[config.mk]
export PLATFORM = sky130hd
export DESIGN_NAME = dhcp_vlg_srv_core
export DESIGN_NICKNAME = d
export VERILOG_FILES = /design/src/rtl/dhcp_vlg_srv_pkg.sv /design/src/rtl/dhcp_vlg_srv_lease.sv /design/src/rtl/dhcp_vlg_srv_core.sv
export SDC_FILE = /design/constraint.sdc
export NUM_CORES = 2
export LEC_CHECK = 0
export BUFFER_PORTS_ARGS = -buffer_cell sky130_fd_sc_hd__buf_2
export CAP_MARGIN = 20
export CORE_MARGIN = 4
export CORE_UTILIZATION = 55
export CTS_BUF_LIST = sky130_fd_sc_hd__clkbuf_16
export DETAILED_ROUTE_END_ITERATION = 8
export GPL_TIMING_DRIVEN = 0
export HOLD_SLACK_MARGIN = 0.03
export PLACE_DENSITY_LB_ADDON = 0.15
export SLEW_MARGIN = 20
export SYNTH_ARGS = -nofsm -noshare
export SYNTH_HDL_FRONTEND = slang
export SYNTH_SLANG_ARGS = --single-unit
[constraint.sdc]
create_clock -name clk -period 5.8 [get_ports clk]
set_input_delay 1.16 -clock clk [delete_from_list [all_inputs] [get_ports clk]]
set_output_delay 1.16 -clock clk [all_outputs]
set_load 0.02 [all_outputs]
[src/rtl/dhcp_vlg_srv_pkg.sv]
// -----------------------------------------------------------------------------
// dhcp_vlg_srv_pkg
// Shared DHCP server types: lease state, lease entry, server FSM states,
// option-53 message-type constants and a small lease helper.
// -----------------------------------------------------------------------------
package dhcp_vlg_srv_pkg;

  typedef enum logic [1:0] {
    LEASE_FREE    = 2'd0,
    LEASE_OFFERED = 2'd1,
    LEASE_BOUND   = 2'd2
  } lease_state_e;

  typedef struct packed {
    lease_state_e state;
    logic [47:0]  chaddr;
    logic [31:0]  timer;   // remaining seconds
  } lease_entry_t;

  typedef enum logic [1:0] {
    S_IDLE   = 2'd0,
    S_SCAN   = 2'd1,
    S_DECIDE = 2'd2,
    S_SEND   = 2'd3
  } srv_state_e;

  localparam logic [7:0] MSG_DISCOVER = 8'd1;
  localparam logic [7:0] MSG_OFFER    = 8'd2;
  localparam logic [7:0] MSG_REQUEST  = 8'd3;
  localparam logic [7:0] MSG_ACK      = 8'd5;
  localparam logic [7:0] MSG_NAK      = 8'd6;
  localparam logic [7:0] MSG_RELEASE  = 8'd7;

  localparam lease_entry_t LEASE_EMPTY = '{state: LEASE_FREE, chaddr: 48'd0, timer: 32'd0};

  // An entry takes part in matching and aging only while it is not FREE.
  function automatic logic lease_live(input lease_state_e s);
    return (s != LEASE_FREE);
  endfunction

endpackage

[src/rtl/dhcp_vlg_srv_lease.sv]
// -----------------------------------------------------------------------------
// dhcp_vlg_srv_lease
// Lease table with one-second prescaler and aging, one combinational read port
// and one write port. A write to an entry overrides that entry's aging in the
// same cycle. enable low flushes the table on the next edge.
// Ports:
//   clk, rst (async, active-low), enable
//   rd_idx -> rd_state, rd_chaddr   read port (out-of-range reads as FREE)
//   wr_en, wr_idx, wr_entry         write port
//   bound_cnt                       registered count of BOUND entries
// -----------------------------------------------------------------------------
module dhcp_vlg_srv_lease
  import dhcp_vlg_srv_pkg::*;
#(
  parameter int POOL_SIZE     = 8,
  parameter int TICKS_PER_SEC = 125000000
) (
  input  logic         clk,
  input  logic         rst,
  input  logic         enable,
  input  logic [5:0]   rd_idx,
  output lease_state_e rd_state,
  output logic [47:0]  rd_chaddr,
  input  logic         wr_en,
  input  logic [5:0]   wr_idx,
  input  lease_entry_t wr_entry,
  output logic [6:0]   bound_cnt
);

  localparam int          IW          = (POOL_SIZE > 1) ? $clog2(POOL_SIZE) : 1;
  localparam logic [31:0] TICK_LAST_C = 32'(TICKS_PER_SEC - 1);
  localparam logic [6:0]  POOL_SIZE_C = 7'(POOL_SIZE);

  lease_entry_t lease_r [POOL_SIZE];
  logic [31:0]  presc_r;
  logic         tick_s;
  logic [6:0]   bound_cnt_s;
  logic [6:0]   bound_cnt_r;

  assign tick_s    = (presc_r == TICK_LAST_C);
  assign bound_cnt = bound_cnt_r;

  // One-second prescaler; held at zero while the server is disabled.
  always_ff @(posedge clk or negedge rst) begin
    if (!rst) begin
      presc_r <= 32'd0;
    end else if (!enable || tick_s) begin
      presc_r <= 32'd0;
    end else begin
      presc_r <= presc_r + 32'd1;
    end
  end

  // Lease table: flush, FSM write (wins over aging), then per-second aging.
  always_ff @(posedge clk or negedge rst) begin
    if (!rst) begin
      for (int i = 0; i < POOL_SIZE; i++) lease_r[i] <= LEASE_EMPTY;
    end else if (!enable) begin
      for (int i = 0; i < POOL_SIZE; i++) lease_r[i] <= LEASE_EMPTY;
    end else begin
      for (int i = 0; i < POOL_SIZE; i++) begin
        if (wr_en && (wr_idx == 6'(i))) begin
          lease_r[i] <= wr_entry;
        end else if (tick_s && lease_live(lease_r[i].state)) begin
          // A live timer at 1 (or a corrupt 0) expires instead of wrapping.
          if (lease_r[i].timer <= 32'd1) begin
            lease_r[i] <= LEASE_EMPTY;
          end else begin
            lease_r[i].timer <= lease_r[i].timer - 32'd1;
          end
        end
      end
    end
  end

  // Read port; indices past the pool read as an empty FREE entry.
  always_comb begin
    if ({1'b0, rd_idx} < POOL_SIZE_C) begin
      rd_state  = lease_r[rd_idx[IW-1:0]].state;
      rd_chaddr = lease_r[rd_idx[IW-1:0]].chaddr;
    end else begin
      rd_state  = LEASE_FREE;
      rd_chaddr = 48'd0;
    end
  end

  // Population count of BOUND entries.
  always_comb begin
    bound_cnt_s = 7'd0;
    for (int i = 0; i < POOL_SIZE; i++) begin
      bound_cnt_s = bound_cnt_s + {6'd0, (lease_r[i].state == LEASE_BOUND)};
    end
  end

  // Registered BOUND count, one cycle behind the table.
  always_ff @(posedge clk or negedge rst) begin
    if (!rst) begin
      bound_cnt_r <= 7'd0;
    end else begin
      bound_cnt_r <= bound_cnt_s;
    end
  end

endmodule

[src/rtl/dhcp_vlg_srv_core.sv]
// -----------------------------------------------------------------------------
// dhcp_vlg_srv_core
// DHCP server decision core. Latches a parsed DHCP message, scans the lease
// table (one entry per cycle), decides OFFER / ACK / NAK / silent update and
// presents the reply on a valid/ready interface to the serializer.
// Ports:
//   clk, rst (async, active-low), enable (low: flush table, ignore rx)
//   rx_val + rx_* : parsed request (msg type, xid, chaddr, ciaddr, opt50, opt54)
//   tx_val/tx_rdy + tx_* : reply fields, held until accepted
//   rx_drop   : pulse when a request arrives while busy
//   bound_cnt : number of BOUND leases
// -----------------------------------------------------------------------------
module dhcp_vlg_srv_core
  import dhcp_vlg_srv_pkg::*;
#(
  parameter logic [31:0] SERVER_IP     = 32'hC0A80001,
  parameter logic [31:0] POOL_BASE     = 32'hC0A8000A,
  parameter int          POOL_SIZE     = 8,
  parameter logic [31:0] LEASE_TIME    = 32'd3600,
  parameter logic [31:0] OFFER_TIMEOUT = 32'd10,
  parameter int          TICKS_PER_SEC = 125000000,
  parameter int          VERBOSE       = 1
) (
  input  logic        clk,
  input  logic        rst,
  input  logic        enable,
  input  logic        rx_val,
  input  logic [7:0]  rx_msg_type,
  input  logic [31:0] rx_xid,
  input  logic [47:0] rx_chaddr,
  input  logic [31:0] rx_ciaddr,
  input  logic [31:0] rx_req_ip,
  input  logic        rx_req_ip_pres,
  input  logic [31:0] rx_srv_id,
  input  logic        rx_srv_id_pres,
  output logic        tx_val,
  input  logic        tx_rdy,
  output logic [7:0]  tx_msg_type,
  output logic [31:0] tx_xid,
  output logic [47:0] tx_chaddr,
  output logic [31:0] tx_yiaddr,
  output logic [31:0] tx_lease,
  output logic        rx_drop,
  output logic [6:0]  bound_cnt
);

  localparam logic [5:0]  SCAN_LAST_C = 6'(POOL_SIZE - 1);
  localparam logic [31:0] POOL_SZ32_C = 32'(POOL_SIZE);

  // Decisions are visible on the tx_* ports; VERBOSE is kept so the server
  // shares the client core's parameter set, and has no hardware effect.
  if (VERBOSE != 0) begin : g_verbose
  end

  srv_state_e   state_r, state_nxt_s;
  logic [5:0]   scan_idx_r;
  logic         hit_r, free_r;
  logic [5:0]   hit_idx_r, free_idx_r;

  logic [7:0]   msg_r;
  logic [31:0]  xid_r, ciaddr_r, req_ip_r, srv_id_r;
  logic [47:0]  chaddr_r;
  logic         req_pres_r, srv_pres_r;

  logic         tx_val_r, rx_drop_r;
  logic [7:0]   tx_msg_type_r;
  logic [31:0]  tx_xid_r, tx_yiaddr_r, tx_lease_r;
  logic [47:0]  tx_chaddr_r;

  logic [5:0]   rd_idx_s;
  lease_state_e rd_state_s;
  logic [47:0]  rd_chaddr_s;
  logic         wr_en_s;
  logic [5:0]   wr_idx_s;
  lease_entry_t wr_entry_s;

  logic [5:0]   target_idx_s;
  logic [31:0]  req_s, off_s;
  logic         off_ok_s, srv_other_s;
  logic         reply_s;
  logic [7:0]   reply_type_s;
  logic [31:0]  reply_yiaddr_s, reply_lease_s;

  assign target_idx_s = hit_r ? hit_idx_r : free_idx_r;
  assign req_s        = req_pres_r ? req_ip_r : ciaddr_r;
  assign off_s        = req_s - POOL_BASE;   // wraps for addresses below the pool
  assign off_ok_s     = (off_s < POOL_SZ32_C);
  assign srv_other_s  = srv_pres_r && (srv_id_r != SERVER_IP);

  dhcp_vlg_srv_lease #(
    .POOL_SIZE     (POOL_SIZE),
    .TICKS_PER_SEC (TICKS_PER_SEC)
  ) u_lease (
    .clk       (clk),
    .rst       (rst),
    .enable    (enable),
    .rd_idx    (rd_idx_s),
    .rd_state  (rd_state_s),
    .rd_chaddr (rd_chaddr_s),
    .wr_en     (wr_en_s),
    .wr_idx    (wr_idx_s),
    .wr_entry  (wr_entry_s),
    .bound_cnt (bound_cnt)
  );

  // FSM state register.
  always_ff @(posedge clk or negedge rst) begin
    if (!rst) begin
      state_r <= S_IDLE;
    end else begin
      state_r <= state_nxt_s;
    end
  end

  // Next state, table read/write port and reply decision.
  always_comb begin
    state_nxt_s    = state_r;
    rd_idx_s       = scan_idx_r;
    wr_en_s        = 1'b0;
    wr_idx_s       = target_idx_s;
    wr_entry_s     = LEASE_EMPTY;
    reply_s        = 1'b0;
    reply_type_s   = MSG_NAK;
    reply_yiaddr_s = 32'd0;
    reply_lease_s  = 32'd0;
    if (!enable) begin
      state_nxt_s = S_IDLE;
    end else begin
      case (state_r)
        S_IDLE: begin
          if (rx_val) state_nxt_s = S_SCAN;
          else        state_nxt_s = S_IDLE;
        end
        S_SCAN: begin
          if (scan_idx_r == SCAN_LAST_C) state_nxt_s = S_DECIDE;
          else                           state_nxt_s = S_SCAN;
        end
        S_DECIDE: begin
          state_nxt_s = S_IDLE;
          rd_idx_s    = target_idx_s;
          case (msg_r)
            MSG_DISCOVER: begin
              if (hit_r || free_r) begin
                reply_s        = 1'b1;
                reply_type_s   = MSG_OFFER;
                reply_yiaddr_s = POOL_BASE + {26'd0, target_idx_s};
                reply_lease_s  = LEASE_TIME;
                state_nxt_s    = S_SEND;
                // A BOUND client re-discovering keeps its binding untouched.
                if (rd_state_s != LEASE_BOUND) begin
                  wr_en_s    = 1'b1;
                  wr_entry_s = '{state: LEASE_OFFERED, chaddr: chaddr_r, timer: OFFER_TIMEOUT};
                end else begin
                  wr_en_s    = 1'b0;
                end
              end else begin
                state_nxt_s = S_IDLE;
              end
            end
            MSG_REQUEST: begin
              if (srv_other_s) begin
                // Client picked another server: release our pending offer silently.
                if (hit_r && (rd_state_s == LEASE_OFFERED)) wr_en_s = 1'b1;
                else                                        wr_en_s = 1'b0;
              end else begin
                rd_idx_s    = off_s[5:0];
                state_nxt_s = S_SEND;
                reply_s     = 1'b1;
                if (off_ok_s && (rd_chaddr_s == chaddr_r) && lease_live(rd_state_s)) begin
                  wr_en_s        = 1'b1;
                  wr_idx_s       = off_s[5:0];
                  wr_entry_s     = '{state: LEASE_BOUND, chaddr: chaddr_r, timer: LEASE_TIME};
                  reply_type_s   = MSG_ACK;
                  reply_yiaddr_s = req_s;
                  reply_lease_s  = LEASE_TIME;
                end else begin
                  reply_type_s   = MSG_NAK;
                end
              end
            end
            MSG_RELEASE: begin
              if (hit_r && (rd_state_s == LEASE_BOUND)) wr_en_s = 1'b1;
              else                                      wr_en_s = 1'b0;
            end
            default: begin
              state_nxt_s = S_IDLE;
            end
          endcase
        end
        S_SEND: begin
          if (tx_rdy) state_nxt_s = S_IDLE;
          else        state_nxt_s = S_SEND;
        end
        default: begin
          state_nxt_s = S_IDLE;
        end
      endcase
    end
  end

  // Request latch and scan bookkeeping (first live MAC match, first FREE slot).
  always_ff @(posedge clk or negedge rst) begin
    if (!rst) begin
      msg_r      <= 8'd0;
      xid_r      <= 32'd0;
      chaddr_r   <= 48'd0;
      ciaddr_r   <= 32'd0;
      req_ip_r   <= 32'd0;
      req_pres_r <= 1'b0;
      srv_id_r   <= 32'd0;
      srv_pres_r <= 1'b0;
      scan_idx_r <= 6'd0;
      hit_r      <= 1'b0;
      hit_idx_r  <= 6'd0;
      free_r     <= 1'b0;
      free_idx_r <= 6'd0;
    end else if (enable && (state_r == S_IDLE) && rx_val) begin
      msg_r      <= rx_msg_type;
      xid_r      <= rx_xid;
      chaddr_r   <= rx_chaddr;
      ciaddr_r   <= rx_ciaddr;
      req_ip_r   <= rx_req_ip;
      req_pres_r <= rx_req_ip_pres;
      srv_id_r   <= rx_srv_id;
      srv_pres_r <= rx_srv_id_pres;
      scan_idx_r <= 6'd0;
      hit_r      <= 1'b0;
      free_r     <= 1'b0;
    end else if (state_r == S_SCAN) begin
      scan_idx_r <= scan_idx_r + 6'd1;
      if (!hit_r && lease_live(rd_state_s) && (rd_chaddr_s == chaddr_r)) begin
        hit_r     <= 1'b1;
        hit_idx_r <= scan_idx_r;
      end
      if (!free_r && !lease_live(rd_state_s)) begin
        free_r     <= 1'b1;
        free_idx_r <= scan_idx_r;
      end
    end
  end

  // Reply registers: loaded in DECIDE, held until the first edge with tx_rdy.
  always_ff @(posedge clk or negedge rst) begin
    if (!rst) begin
      tx_val_r      <= 1'b0;
      tx_msg_type_r <= 8'd0;
      tx_xid_r      <= 32'd0;
      tx_chaddr_r   <= 48'd0;
      tx_yiaddr_r   <= 32'd0;
      tx_lease_r    <= 32'd0;
    end else if (!enable) begin
      tx_val_r      <= 1'b0;
    end else if (reply_s) begin
      tx_val_r      <= 1'b1;
      tx_msg_type_r <= reply_type_s;
      tx_xid_r      <= xid_r;
      tx_chaddr_r   <= chaddr_r;
      tx_yiaddr_r   <= reply_yiaddr_s;
      tx_lease_r    <= reply_lease_s;
    end else if ((state_r == S_SEND) && tx_rdy) begin
      tx_val_r      <= 1'b0;
    end
  end

  // Busy-drop pulse for requests arriving outside IDLE.
  always_ff @(posedge clk or negedge rst) begin
    if (!rst) begin
      rx_drop_r <= 1'b0;
    end else begin
      rx_drop_r <= enable && rx_val && (state_r != S_IDLE);
    end
  end

  assign tx_val      = tx_val_r;
  assign tx_msg_type = tx_msg_type_r;
  assign tx_xid      = tx_xid_r;
  assign tx_chaddr   = tx_chaddr_r;
  assign tx_yiaddr   = tx_yiaddr_r;
  assign tx_lease    = tx_lease_r;
  assign rx_drop     = rx_drop_r;

endmodule

==> metrics.md <==
| Metric | Value |
|---|---|
| Peak fanout along the critical path | 8 |
| Final clock skew | 0.03984 ns |
| Horiz. Die Dim | 308.5 um |
| Cts-stage hold buffer count | 0 |
| Number of buffers between clock root and the deepest sink | 3 |
| Top Metal Used | met5 |
| Worst path arrival time | 6.43 ns |
| NumNets Final | 6,031 |
| Relative slew slack | between 20% and 30% |
| Leak | 29.23 nW |
| Most Frequent Cell on Critical Path | sky130_fd_sc_hd__buf_6 |
| Worst min-delay path class | input port to asynchronous set/reset pin |
| GR Util All Layers | approximately a third |
| Type of origin of the critical path | flop |
| Ranking of synthesized cells by area | sky130_fd_sc_hd__dfrtp_1, sky130_fd_sc_hd__nand2_1, sky130_fd_sc_hd__a22o_1 |
| Routed len/inst | 23.56 um |
| Synth top area share | 51.28% |
| DRC marker count from the first detailed-route iteration | 5,095 |
| Count of unresolved DRC violations after routing | 0 |
| Clock-pin slew on the worst setup and hold paths | around 0.06 ns |
| Highest ir drop seen on vdd | between 0.2 and 0.3 mV |
| Post-DP HPWL | around 110,000 um |
| Leading register cell type out of synthesis | sky130_fd_sc_hd__dfrtp_1 |
| Result of the run | complete, but fails checks |
| Syn Std Cell Area | 49,680 sq um |
| Die Area | about 95,000 sq um |
| Cell Rows | around 110 |
| Cts bufs inserted | 105 |
| Average via count per standard cell | 6.182 |
| Gate count of the mapped netlist | around 5.2k |
| Maximum clock frequency | 171.2 MHz |
| Met3 WL | 18,010 um |
| Power density of the placed cells | 337.5 nW/um^2 |
| Count of cell types in the netlist | 91 |
| CP bufs+invs | 9 |
| Fraction of registers with async set or reset after synthesis | between 90% and 100% |
| Vias in the first global route | 42.46k |
| Number of enable flip-flop cells after synthesis | 0 |
| Synth Register Bits | 1,018 |
| WL met2 | 72,450 um |
| Slowest cell on the critical path | sky130_fd_sc_hd__or4b_4 |
| Switching share of power | 34.36% |
| Relative contribution of the clock network to total power | 32.9% |
| Actual slew at the worst max-slew pin | 1.126 ns |
| Clock tree from TritonCTS | done |
| P&R area growth vs syn | 19.33% |
| Family with the most delay on the worst path | simple AND/OR/NAND/NOR gates |
| Overall die height | 308.5 um |
| Internal power | 13.13 mW |
| Clock sinks | 1,018 |
| Min cycle time layout | 5.841 ns |
| Share of synthesized area occupied by flip-flops and latches | 51.28% |
| Initial antenna violation count | 12 |
| Worst Path Class, Setup | flop to flop |
| Wire length of the first global-routing pass | around 250,000 um |
| Proportion of layout cells with a drive suffix above 1 | 16.91% |
| Min setup slack post-route | -0.04144 ns |
| Number of iterations in the first detailed-routing pass | 9 |
| Most frequent standard cell in the layout excluding fill and tap cells | sky130_fd_sc_hd__nand2_1 |
| Endpoint class of the critical path | flop |
| Final number of max-transition violations | 0 |
| Most used cells in the layout excluding fill and tap cells | sky130_fd_sc_hd__nand2_1, sky130_fd_sc_hd__dfrtp_1, sky130_fd_sc_hd__nor2_1 |
| Cell chosen for the clock root | sky130_fd_sc_hd__clkbuf_16 |
| Overall via count from detail_route | between 40k and 50k |
| Largest stage delay on the critical path | 0.58 ns |
| Share of the clock period used by the worst path | 100.7% |
| Syn avg cell area | 9.473 sq um |
| DRT Wirelength | 166,600 um |
| Data required time at the worst endpoint | 6.39 ns |
| Register-to-Register Setup Slack | -0.04 ns |
| Placed instance count | 6,772 |
| Largest area contributor in the synthesized netlist | sky130_fd_sc_hd__dfrtp_1 |
| Share of the core filled with cells | around 67% |
| Comb power frac | 27.3% |
| Sum Neg Setup Slack | -0.4000 ns |
| Violations in the final reports | setup timing |
| Ports | 352 |
| Switching Power | 6.873 mW |
| Sequential share of power | 39.9% |
| CTS H-tree lvls | 3 |
| Buffers on Ports | 315 |
| Core Footprint | 89,060 sq um |
| Number of warnings issued by yosys | 0 |
| Clock Latency Late Sink | 0.72 ns |
| Final estimated routing congestion in global placement | about 0.94 |
| Aggregate global routing overflow | 0 |
| Met1 layer wirelength in the final routing | 67,490 um |
| Starting utilization of the core area | between 50% and 60% |
| Number of hold violations in the final report | 0 |
| Final antenna-violating net count | 0 |
| Maximum number of pins on one net before global-route repair | roughly 140 |
| Final setup violating endpoints | 39 |
| Max-cap check violation count | 0 |
| Setup repair after global routing missed its margin | true |
| Final cell count without fillers | 7,072 |
## routing by layer
layer	vias up	GRT usage [%]
li1	19430	-
met1	21340	47.61
met2	2422	51.32
met3	512	8.921
met4	16	14.57
met5	-	0
## cell type report
cell class | count | area, sq um
fillers | 7110 | 29770
flip-flops and latches | 1018 | 25470
multi-input cells | 3819 | 23220
repair buffers | 438 | 2930
plain buffers | 379 | 2693
clock buffers | 106 | 2653
well taps | 1165 | 1458
clock inverters | 85 | 628.1
inverters | 52 | 198.9
diodes | 10 | 25.02
## cell families (layout without fill, tap and decap cells)
group | count (synthesis) | after routing | share of synthesized area [%]
compound gates | 1115 | 1117 | 15.08
xor+xnor | 197 | 197 | 3.473
fa+ha+maj | 27 | 27 | 0.7405
buf+inv | 445 | 1060 | 4.093
flops | 1018 | 1018 | 51.28
mux | 252 | 252 | 5.201
other cells | 1 | 46 | 0.007549
simple gates | 2189 | 2190 | 20.12
## flip-flops by register name (all words and copies together) (netlist names), 2 cells and up
name and flops:
chaddr_r 48, ciaddr_r 32, free_idx_r 6, hit_idx_r 6, msg_r 8, req_ip_r 32
scan_idx_r 6, srv_id_r 32, state_r 2, tx_chaddr 48, tx_msg_type 3, tx_xid 32
tx_yiaddr 32, u_lease.bound_cnt 4, u_lease.lease_r 656, u_lease.presc_r 32, xid_r 32
## cells in the mapped netlist, types with 6 or more instances
library cell                   n
sky130_fd_sc_hd__mux2i_1     221
sky130_fd_sc_hd__or3_1        80
sky130_fd_sc_hd__o31a_1        6
sky130_fd_sc_hd__nor4_1       75
sky130_fd_sc_hd__ha_1         23
sky130_fd_sc_hd__clkbuf_1    236
sky130_fd_sc_hd__a21o_1       24
sky130_fd_sc_hd__buf_1        20
sky130_fd_sc_hd__o21a_1       14
sky130_fd_sc_hd__buf_2        74
sky130_fd_sc_hd__buf_6         9
sky130_fd_sc_hd__o221ai_1      8
sky130_fd_sc_hd__nor4b_1      10
sky130_fd_sc_hd__a211o_1       7
sky130_fd_sc_hd__nor3b_1      16
sky130_fd_sc_hd__xnor2_1      38
sky130_fd_sc_hd__o21ai_1      31
sky130_fd_sc_hd__nor2_1      385
sky130_fd_sc_hd__or4_1        27
sky130_fd_sc_hd__nand4_1      44
sky130_fd_sc_hd__nand2b_1     43
sky130_fd_sc_hd__nand3_1      60
sky130_fd_sc_hd__nand3b_1     14
sky130_fd_sc_hd__o211ai_1     36
sky130_fd_sc_hd__and3_1       24
sky130_fd_sc_hd__a22oi_1      19
sky130_fd_sc_hd__a22o_1      294
sky130_fd_sc_hd__xor2_1      159
sky130_fd_sc_hd__and4_1        7
sky130_fd_sc_hd__nand2_1    1110
sky130_fd_sc_hd__nor2b_1      21
sky130_fd_sc_hd__buf_4        54
sky130_fd_sc_hd__dfrtp_1    1018
sky130_fd_sc_hd__a21oi_1     144
sky130_fd_sc_hd__and2_1       85
sky130_fd_sc_hd__o21ai_0     338
sky130_fd_sc_hd__o2111ai_1    13
sky130_fd_sc_hd__or2_2        19
sky130_fd_sc_hd__inv_1        51
sky130_fd_sc_hd__o22ai_1      97
sky130_fd_sc_hd__nor3_1      134
sky130_fd_sc_hd__mux2_2       29
sky130_fd_sc_hd__o21bai_1      8
sky130_fd_sc_hd__o31ai_1      20
## final timing paths
| kind | startpoint | end | cells past startpoint |
|---|---|---|---|
| hold reg to reg | tx_chaddr[39] | tx_chaddr[39] | 2 |
| hold / removal | rst | u_lease.presc_r[11] | 1 |
| max in group asynchronous | rst | u_lease.lease_r[626] | 4 |
| min in group clk | tx_chaddr[39] | tx_chaddr[39] | 2 |
| setup reg to reg | msg_r[3] | u_lease.lease_r[625] | 25 |
| setup / recovery | msg_r[3] | u_lease.lease_r[625] | 25 |
## per-stage QoR
stage	power (mW)	setup WS, ns	instance area, sq um	hold slack, ns
2_1_floorplan	10.81	0.03490	49820	0.4369
3_3_place_gp	12.45	-18.68	52850	0.4455
3_5_place_dp	12.54	-3.626	53160	0.4503
4_1_cts	19.48	0.001477	58130	0.4341
5_1_grt	20.70	-0.1234	59260	0.4478
6_report	20.01	-0.04144	59280	0.4376
## power by group through the flow
stage | Sequential [mW] | Clock (mW) | Combinational, mW
5_1_grt | 8.03 | 6.92 | 5.75
2_1_floorplan | 7.97 | 0 | 2.85
4_1_cts | 7.95 | 6.61 | 4.92
3_3_place_gp | 8.07 | 0 | 4.39
3_5_place_dp | 8.07 | 0 | 4.47
6_report | 7.98 | 6.57 | 5.46
## timing repair
action,4_1_cts,5_1_grt
buffers inserted,52,50
pin swaps,30,69
gates cloned,4,7
hold endpoints to repair,0,0
setup endpoints to repair,683,617
resized for setup,326,197
(Power assumes the default switching activity.)
